**src/rtl/inst_perf_cnt_if.sv**
```systemverilog
// Snapshot read channel of inst_perf_cnt: request/index/ack from the consumer,
// ready/valid/data/error back from the counter block.
interface inst_perf_cnt_if #(
    parameter int NUM_CLASS = 4,
    parameter int CNT_W     = 16,
    parameter int IW        = $clog2(NUM_CLASS + 1)
);
    logic             rd_req;
    logic [IW-1:0]    rd_idx;
    logic             rd_ack;
    logic             rd_ready;
    logic             rd_valid;
    logic [CNT_W-1:0] rd_data;
    logic             rd_err;

    modport master (
        output rd_req, rd_idx, rd_ack,
        input  rd_ready, rd_valid, rd_data, rd_err
    );

    modport slave (
        input  rd_req, rd_idx, rd_ack,
        output rd_ready, rd_valid, rd_data, rd_err
    );
endinterface

```
**src/rtl/inst_perf_cnt.sv**
```systemverilog
// Per-class retired-instruction and stall-cycle counters with sticky overflow,
// a snapshot bank and a single-entry request/hold read port.
module inst_perf_cnt #(
    parameter int NUM_CLASS = 4,
    parameter int CNT_W     = 16,
    parameter int SAT_MODE  = 0
) (
    input  logic                             clk,
    input  logic                             reset,
    input  logic                             retire_valid,
    input  logic [$clog2(NUM_CLASS+1)-1:0]   retire_class,
    input  logic                             stall,
    input  logic                             clear,
    input  logic                             snap,
    output logic [NUM_CLASS:0]               ovf,
    inst_perf_cnt_if.slave                   rd
);
    localparam int IW = $clog2(NUM_CLASS + 1);
    localparam int NC = NUM_CLASS + 1;

    localparam logic [0:0] IDLE = 1'b0;
    localparam logic [0:0] HOLD = 1'b1;

    logic [CNT_W-1:0]   live_q [NC];
    logic [CNT_W-1:0]   live_d [NC];
    logic [CNT_W-1:0]   snap_q [NC];
    logic [NUM_CLASS:0] ovf_q, ovf_d;
    logic [NC-1:0]      inc;

    logic [0:0]         state_q, state_d;
    logic [CNT_W-1:0]   data_q, data_d;
    logic               err_q, err_d;

    // Classes >= NUM_CLASS never match a class slot, so they count nowhere.
    always_comb begin
        inc = '0;
        for (int unsigned i = 0; i < NUM_CLASS; i++) begin
            inc[i] = retire_valid && (retire_class == IW'(i));
        end
        inc[NUM_CLASS] = stall;
    end

    always_comb begin
        ovf_d = ovf_q;
        for (int unsigned i = 0; i < NC; i++) begin
            live_d[i] = live_q[i];
            if (inc[i]) begin
                if (&live_q[i]) begin
                    ovf_d[i]  = 1'b1;
                    live_d[i] = (SAT_MODE != 0) ? '1 : '0;
                end else begin
                    live_d[i] = live_q[i] + CNT_W'(1);
                end
            end
        end
        if (clear) begin
            ovf_d = '0;
            for (int unsigned i = 0; i < NC; i++) begin
                live_d[i] = '0;
            end
        end
    end

    always_comb begin
        state_d = state_q;
        data_d  = data_q;
        err_d   = err_q;
        case (state_q)
            IDLE: begin
                if (rd.rd_req) begin
                    state_d = HOLD;
                    err_d   = (rd.rd_idx > IW'(NUM_CLASS));
                    data_d  = '0;
                    for (int unsigned i = 0; i < NC; i++) begin
                        if (rd.rd_idx == IW'(i)) data_d = snap_q[i];
                    end
                end
            end
            default: begin
                if (rd.rd_ack) state_d = IDLE;
            end
        endcase
    end

    // The bank samples live_q, i.e. the value before this edge's update or clear.
    always_ff @(posedge clk or negedge reset) begin
        if (!reset) begin
            live_q  <= '{default: '0};
            snap_q  <= '{default: '0};
            ovf_q   <= '0;
            state_q <= IDLE;
            data_q  <= '0;
            err_q   <= 1'b0;
        end else begin
            live_q  <= live_d;
            ovf_q   <= ovf_d;
            if (snap) snap_q <= live_q;
            state_q <= state_d;
            data_q  <= data_d;
            err_q   <= err_d;
        end
    end

    assign ovf         = ovf_q;
    assign rd.rd_ready = (state_q == IDLE);
    assign rd.rd_valid = (state_q == HOLD);
    assign rd.rd_data  = data_q;
    assign rd.rd_err   = err_q;
endmodule
```
**src/flat_wrapper.sv**
```systemverilog
// flat-port wrapper written by rule: the top's interface ports become plain ports
module inst_perf_cnt_flat 
#(
    parameter int NUM_CLASS = 4,
    parameter int CNT_W     = 16,
    parameter int SAT_MODE  = 0
)
  (clk, reset, retire_valid, retire_class, stall, clear, snap, ovf, rd_rd_req, rd_rd_idx, rd_rd_ack, rd_rd_ready, rd_rd_valid, rd_rd_data, rd_rd_err);
  inst_perf_cnt_if #(.NUM_CLASS(NUM_CLASS), .CNT_W(CNT_W)) rd_i ();
  input  logic clk;
  input  logic reset;
  input  logic retire_valid;
  input  logic [$clog2(NUM_CLASS+1)-1:0] retire_class;
  input  logic stall;
  input  logic clear;
  input  logic snap;
  output logic [NUM_CLASS:0] ovf;
  input wire logic [$bits(rd_i.rd_req)-1:0] rd_rd_req;
  input wire logic [$bits(rd_i.rd_idx)-1:0] rd_rd_idx;
  input wire logic [$bits(rd_i.rd_ack)-1:0] rd_rd_ack;
  output wire logic [$bits(rd_i.rd_ready)-1:0] rd_rd_ready;
  output wire logic [$bits(rd_i.rd_valid)-1:0] rd_rd_valid;
  output wire logic [$bits(rd_i.rd_data)-1:0] rd_rd_data;
  output wire logic [$bits(rd_i.rd_err)-1:0] rd_rd_err;
  assign rd_i.rd_req = rd_rd_req;
  assign rd_i.rd_idx = rd_rd_idx;
  assign rd_i.rd_ack = rd_rd_ack;
  assign rd_rd_ready = rd_i.rd_ready;
  assign rd_rd_valid = rd_i.rd_valid;
  assign rd_rd_data = rd_i.rd_data;
  assign rd_rd_err = rd_i.rd_err;
  inst_perf_cnt #(.NUM_CLASS(NUM_CLASS), .CNT_W(CNT_W), .SAT_MODE(SAT_MODE)) u_core (.clk(clk), .reset(reset), .retire_valid(retire_valid), .retire_class(retire_class), .stall(stall), .clear(clear), .snap(snap), .ovf(ovf), .rd(rd_i));
endmodule
```
**config.mk**
```make
export PLATFORM = sky130hd
export DESIGN_NAME = inst_perf_cnt_flat
export DESIGN_NICKNAME = d
export VERILOG_FILES = /design/src/rtl/inst_perf_cnt_if.sv /design/src/rtl/inst_perf_cnt.sv /design/src/flat_wrapper.sv
export SDC_FILE = /design/constraint.sdc
export NUM_CORES = 1
export LEC_CHECK = 0
export BUFFER_PORTS_ARGS = -buffer_cell sky130_fd_sc_hd__buf_4
export CAP_MARGIN = 20
export CORE_ASPECT_RATIO = 1.1
export CORE_MARGIN = 5
export CORE_UTILIZATION = 45
export DETAILED_ROUTE_END_ITERATION = 8
export GPL_TIMING_DRIVEN = 0
export MAX_ROUTING_LAYER = met4
export SLEW_MARGIN = 10
export SYNTH_ARGS = -nofsm -noshare
export SYNTH_HDL_FRONTEND = slang
export SYNTH_SLANG_ARGS = --single-unit
```
**constraint.sdc**
```tcl
create_clock -name clk -period 2.5 [get_ports clk]
set_clock_uncertainty 0.05 [all_clocks]
set_input_delay 0.375 -clock clk [delete_from_list [all_inputs] [get_ports clk]]
set_output_delay 0.375 -clock clk [all_outputs]
set_load 0.02 [all_outputs]
```
==> summary.md <==
| Metric | Value |
|---|---|
| Critical path arrival | 2.58 ns |
| RSZ-0062 raised after global routing | no |
| CP required | 2.74 ns |
| Final hold violation count | 0 |
| Period utilization | 93.5% |
| CTS root buffer | clkbuf_16 |
| Core Util, Final | 52.6% |
| Critical path class | in -> reg |
| Vias | around 6300 |
| Die ar. | 0.0217 sq mm |
| First-pass GRT wire length | 34.6 mm |
| DR WL/cell | 20.1 microns |
| Met2 WL post-DR | 10.3 mm |
| CTS tree | yes |
| Outcome | finished, final reports clean |
| Max-slew violations | 0 |
| Internal | about 0.0045 W |
| Worst Setup End Kind | flip-flop |
| Net Count, Synth | 785 |
| First-pass DRT Iterations | 5 |
| IO Port Bufs | 34 |
| Clock buffers created by TritonCTS | 17 |
| Net Sw Frac | 24.5% |
| Crit path max fanout | 10 |
| Top Layer Used | met4 |
| Synth area leaders | dfrtp_1 (54%), mux2_2 (11%), mux4_2 (4.2%), nor2_1 (3.3%), nand2_1 (3.1%) |
| Leak Pwr | 4.33 nW |
| DP Wirelength | 15.8 mm |
| Die Y | 154 microns |
| Pwr Density | slightly above 600 mW/mm^2 |
| Post-synth ARST share | 100% |
| Mapped cell area | roughly 0.0085 sq mm |
| Max-Cap Viols | 0 |
| Top cell type's share of synthesized area | 53.9% |
| Most used flip-flop cell after synthesis | dfrtp_1 |
| Hold Crit Class | in -> reg |
| Final setup vio count | 0 |
| Post-Syn Instances | between 700 and 800 |
| Synth cell count leaders | dfrtp_1 (183), mux2_2 (80), nor2_1 (75), nand2_1 (71), nand3_1 (44) |
| DRC Markers | 0 |
| Clk buf depth | 2 |
| Netlist cell types | 52 |
| Part of the power in registers | 50.3% |
| First DRT Iteration DRCs | ~440 |
| RePlAce Congestion | 0.889 |
| Top-count cell post-synth | dfrtp_1 |
| Area growth syn-to-layout | 14.4% |
| Final wirelength | ~22 mm |
| Met3 WL post-DR | 1.20 mm |
| Fin crit period | 2.34 ns |
| Multi-input logic area | 0.00375 sq mm |
| Layout cell share with drive strength beyond 1 | ~22% |
| Leading area contributor after synthesis | dfrtp_1 |
| FF+latch area | about 0.0046 sq mm |
| Core area | 0.0185 sq mm |
| WL met1 | 9.33 mm |
| Fill cell count | between 1500 and 2000 |
| GR Overflow Total | 0 |
| CP Launch Type | primary input |
| Worst slew margin | between 40% and 50% |
| Maximum clock frequency | about 430 MHz |
| Worst-margin pin slew | 0.847 ns |
| Overall power consumption | 0.00597 W |
| Largest net degree at the start of global routing | 114 |
| DIE WIDTH | 141 microns |
| Syn_area_per_cell | 11.1 sq um |
| Fin area | a little under 0.01 sq mm |
| Total clock sinks | 183 |
| Vias per inst | 5.85 |
| Number of global-route vias before repair | 6296 |
| Total Routing Usage GR | 21.1% |
| Clock Latency Late Sink | 0.44 ns |
| I/O Pins | 38 |
| Switching power | between 0.001 and 0.0015 W |
| CTS clock-pin slew for the worst setup and hold paths | 0.08 ns |
| # diodes | 0 |
| Clk network pwr share | 44.3% |
| Row cnt | 52 |
| Post-synth EDFFs | 0 |
| Layout net count | between 800 and 900 |
| Sequential share of the synthesized area | 53.9% |
| Peak VDD IR | 0.503 mV |
| Post-synthesis sequential element count | 183 |
| CTS H-tree lvls | 4 |
| Final ANT Viol Nets | 0 |
| Placed Area | 0.00910 sq mm |
| Initial antenna violation count | 0 |
| Starting Density | 46.0% |
| Combinational power share | approximately 5.4% |
| YS warnings | 0 |
==> timing repair <==
item	4_1_cts	5_1_grt
setup buffers	0	0
endpoints found under the hold margin	70	0
setup endpoints to repair	20	33
hold buffers	1	0
gates resized for setup	2	7
==> metal layers <==
| layer | global-route usage, % | vias to the layer above |
|---|---|---|
| met2 | 32.9 | 203 |
| li1 | - | 2885 |
| met4 | 9.18 | 0 |
| met1 | 26.5 | 3172 |
| met3 | 4.63 | 45 |
| met5 | - | - |
==> placed cells by master, fill, tap and decap left out, drive strengths merged, types with 8 or more instances in the layout <==
cell | synthesis | routed
dfrtp | 183 | 183
mux2 | 80 | 80
nor2 | 75 | 75
nand2 | 71 | 71
clkbuf | 27 | 46
nand3 | 44 | 44
buf | 10 | 44
o21ai | 42 | 42
xor2 | 29 | 29
a21oi | 24 | 24
nand4 | 23 | 23
inv | 13 | 19
a22oi | 18 | 18
nor3 | 18 | 18
mux4 | 16 | 16
xnor2 | 10 | 10
a31oi | 9 | 9
nor4 | 9 | 9
o31ai | 8 | 8
==> critical path, stage by stage <==
cell      delay [ns]
buf_4           0.08
clkbuf_1        0.53
clkbuf_2        0.41
clkbuf_1        0.52
clkbuf_1        0.53
nor2_1          0.11
==> final timing paths <==
kind	from	end	slack, ns	cells after the start
max	clear	u_core.live_q[36]	0.16	6
min	rd_rd_ack	u_core.rd.rd_valid	0.05	2
max reg2reg	u_core.live_q[32]	u_core.live_q[39]	0.22	7
min reg2reg	u_core.rd.rd_data[1]	u_core.rd.rd_data[1]	0.44	2
max in group asynchronous	reset	u_core.live_q[30]	1.02	3
min in group asynchronous	reset	u_core.live_q[5]	0.43	2
==> per-stage QoR <==
stage | TNS (ns) | setup slack [ns] | hold slack (ns) | std cells
floorplan | 0 | 0.487 | 0.0294 | 766
finish | 0 | 0.164 | 0.0538 | 1077
detailed placement | -15.66 | -0.609 | 0.326 | 1044
CTS | 0 | 0.0355 | 0.0476 | 1077
global route | 0 | 0.0280 | 0.0628 | 1077
global placement | -28.99 | -0.583 | 0.416 | 1043
==> kinds of logic after synthesis <==
kind of cell	Yosys count	synth area share [%]
simple gates	270	15.3
fa+ha+maj	5	0.736
buf+inv	51	2.41
mux	97	15.0
flops	183	53.9
xor+xnor	39	4.02
compound gates	121	8.71
==> sequential cells by signal (all words and copies together) (netlist names) <==
| register | flops |
|---|---|
| u_core.snap_q | 80 |
| u_core.live_q | 80 |
| u_core.rd.rd_valid | 1 |
| u_core.rd.rd_err | 1 |
| u_core.rd.rd_data | 16 |
| u_core.ovf | 5 |
==> power groups by stage <==
stage | Sequential (W) | Clock [W] | Combinational (W)
detailed placement | 0.00306 | 0 | 0.000325
CTS | 0.00300 | 0.00269 | 0.000328
floorplan | 0.00306 | 0 | 0.000157
finish | 0.00300 | 0.00264 | 0.000324
global placement | 0.00306 | 0 | 0.000310
global route | 0.00300 | 0.00282 | 0.000358
==> cell type report <==
type                    count  area share [%]
flip-flops and latches    183            47.1
multi-input cells         532            38.6
clock buffers              18            4.52
well taps                 243            3.13
repair buffers             36            3.09
plain buffers              37            1.62
clock inverters            14            1.43
inverters                  14           0.541
Note: power is estimated with default switching activity, not from simulation.
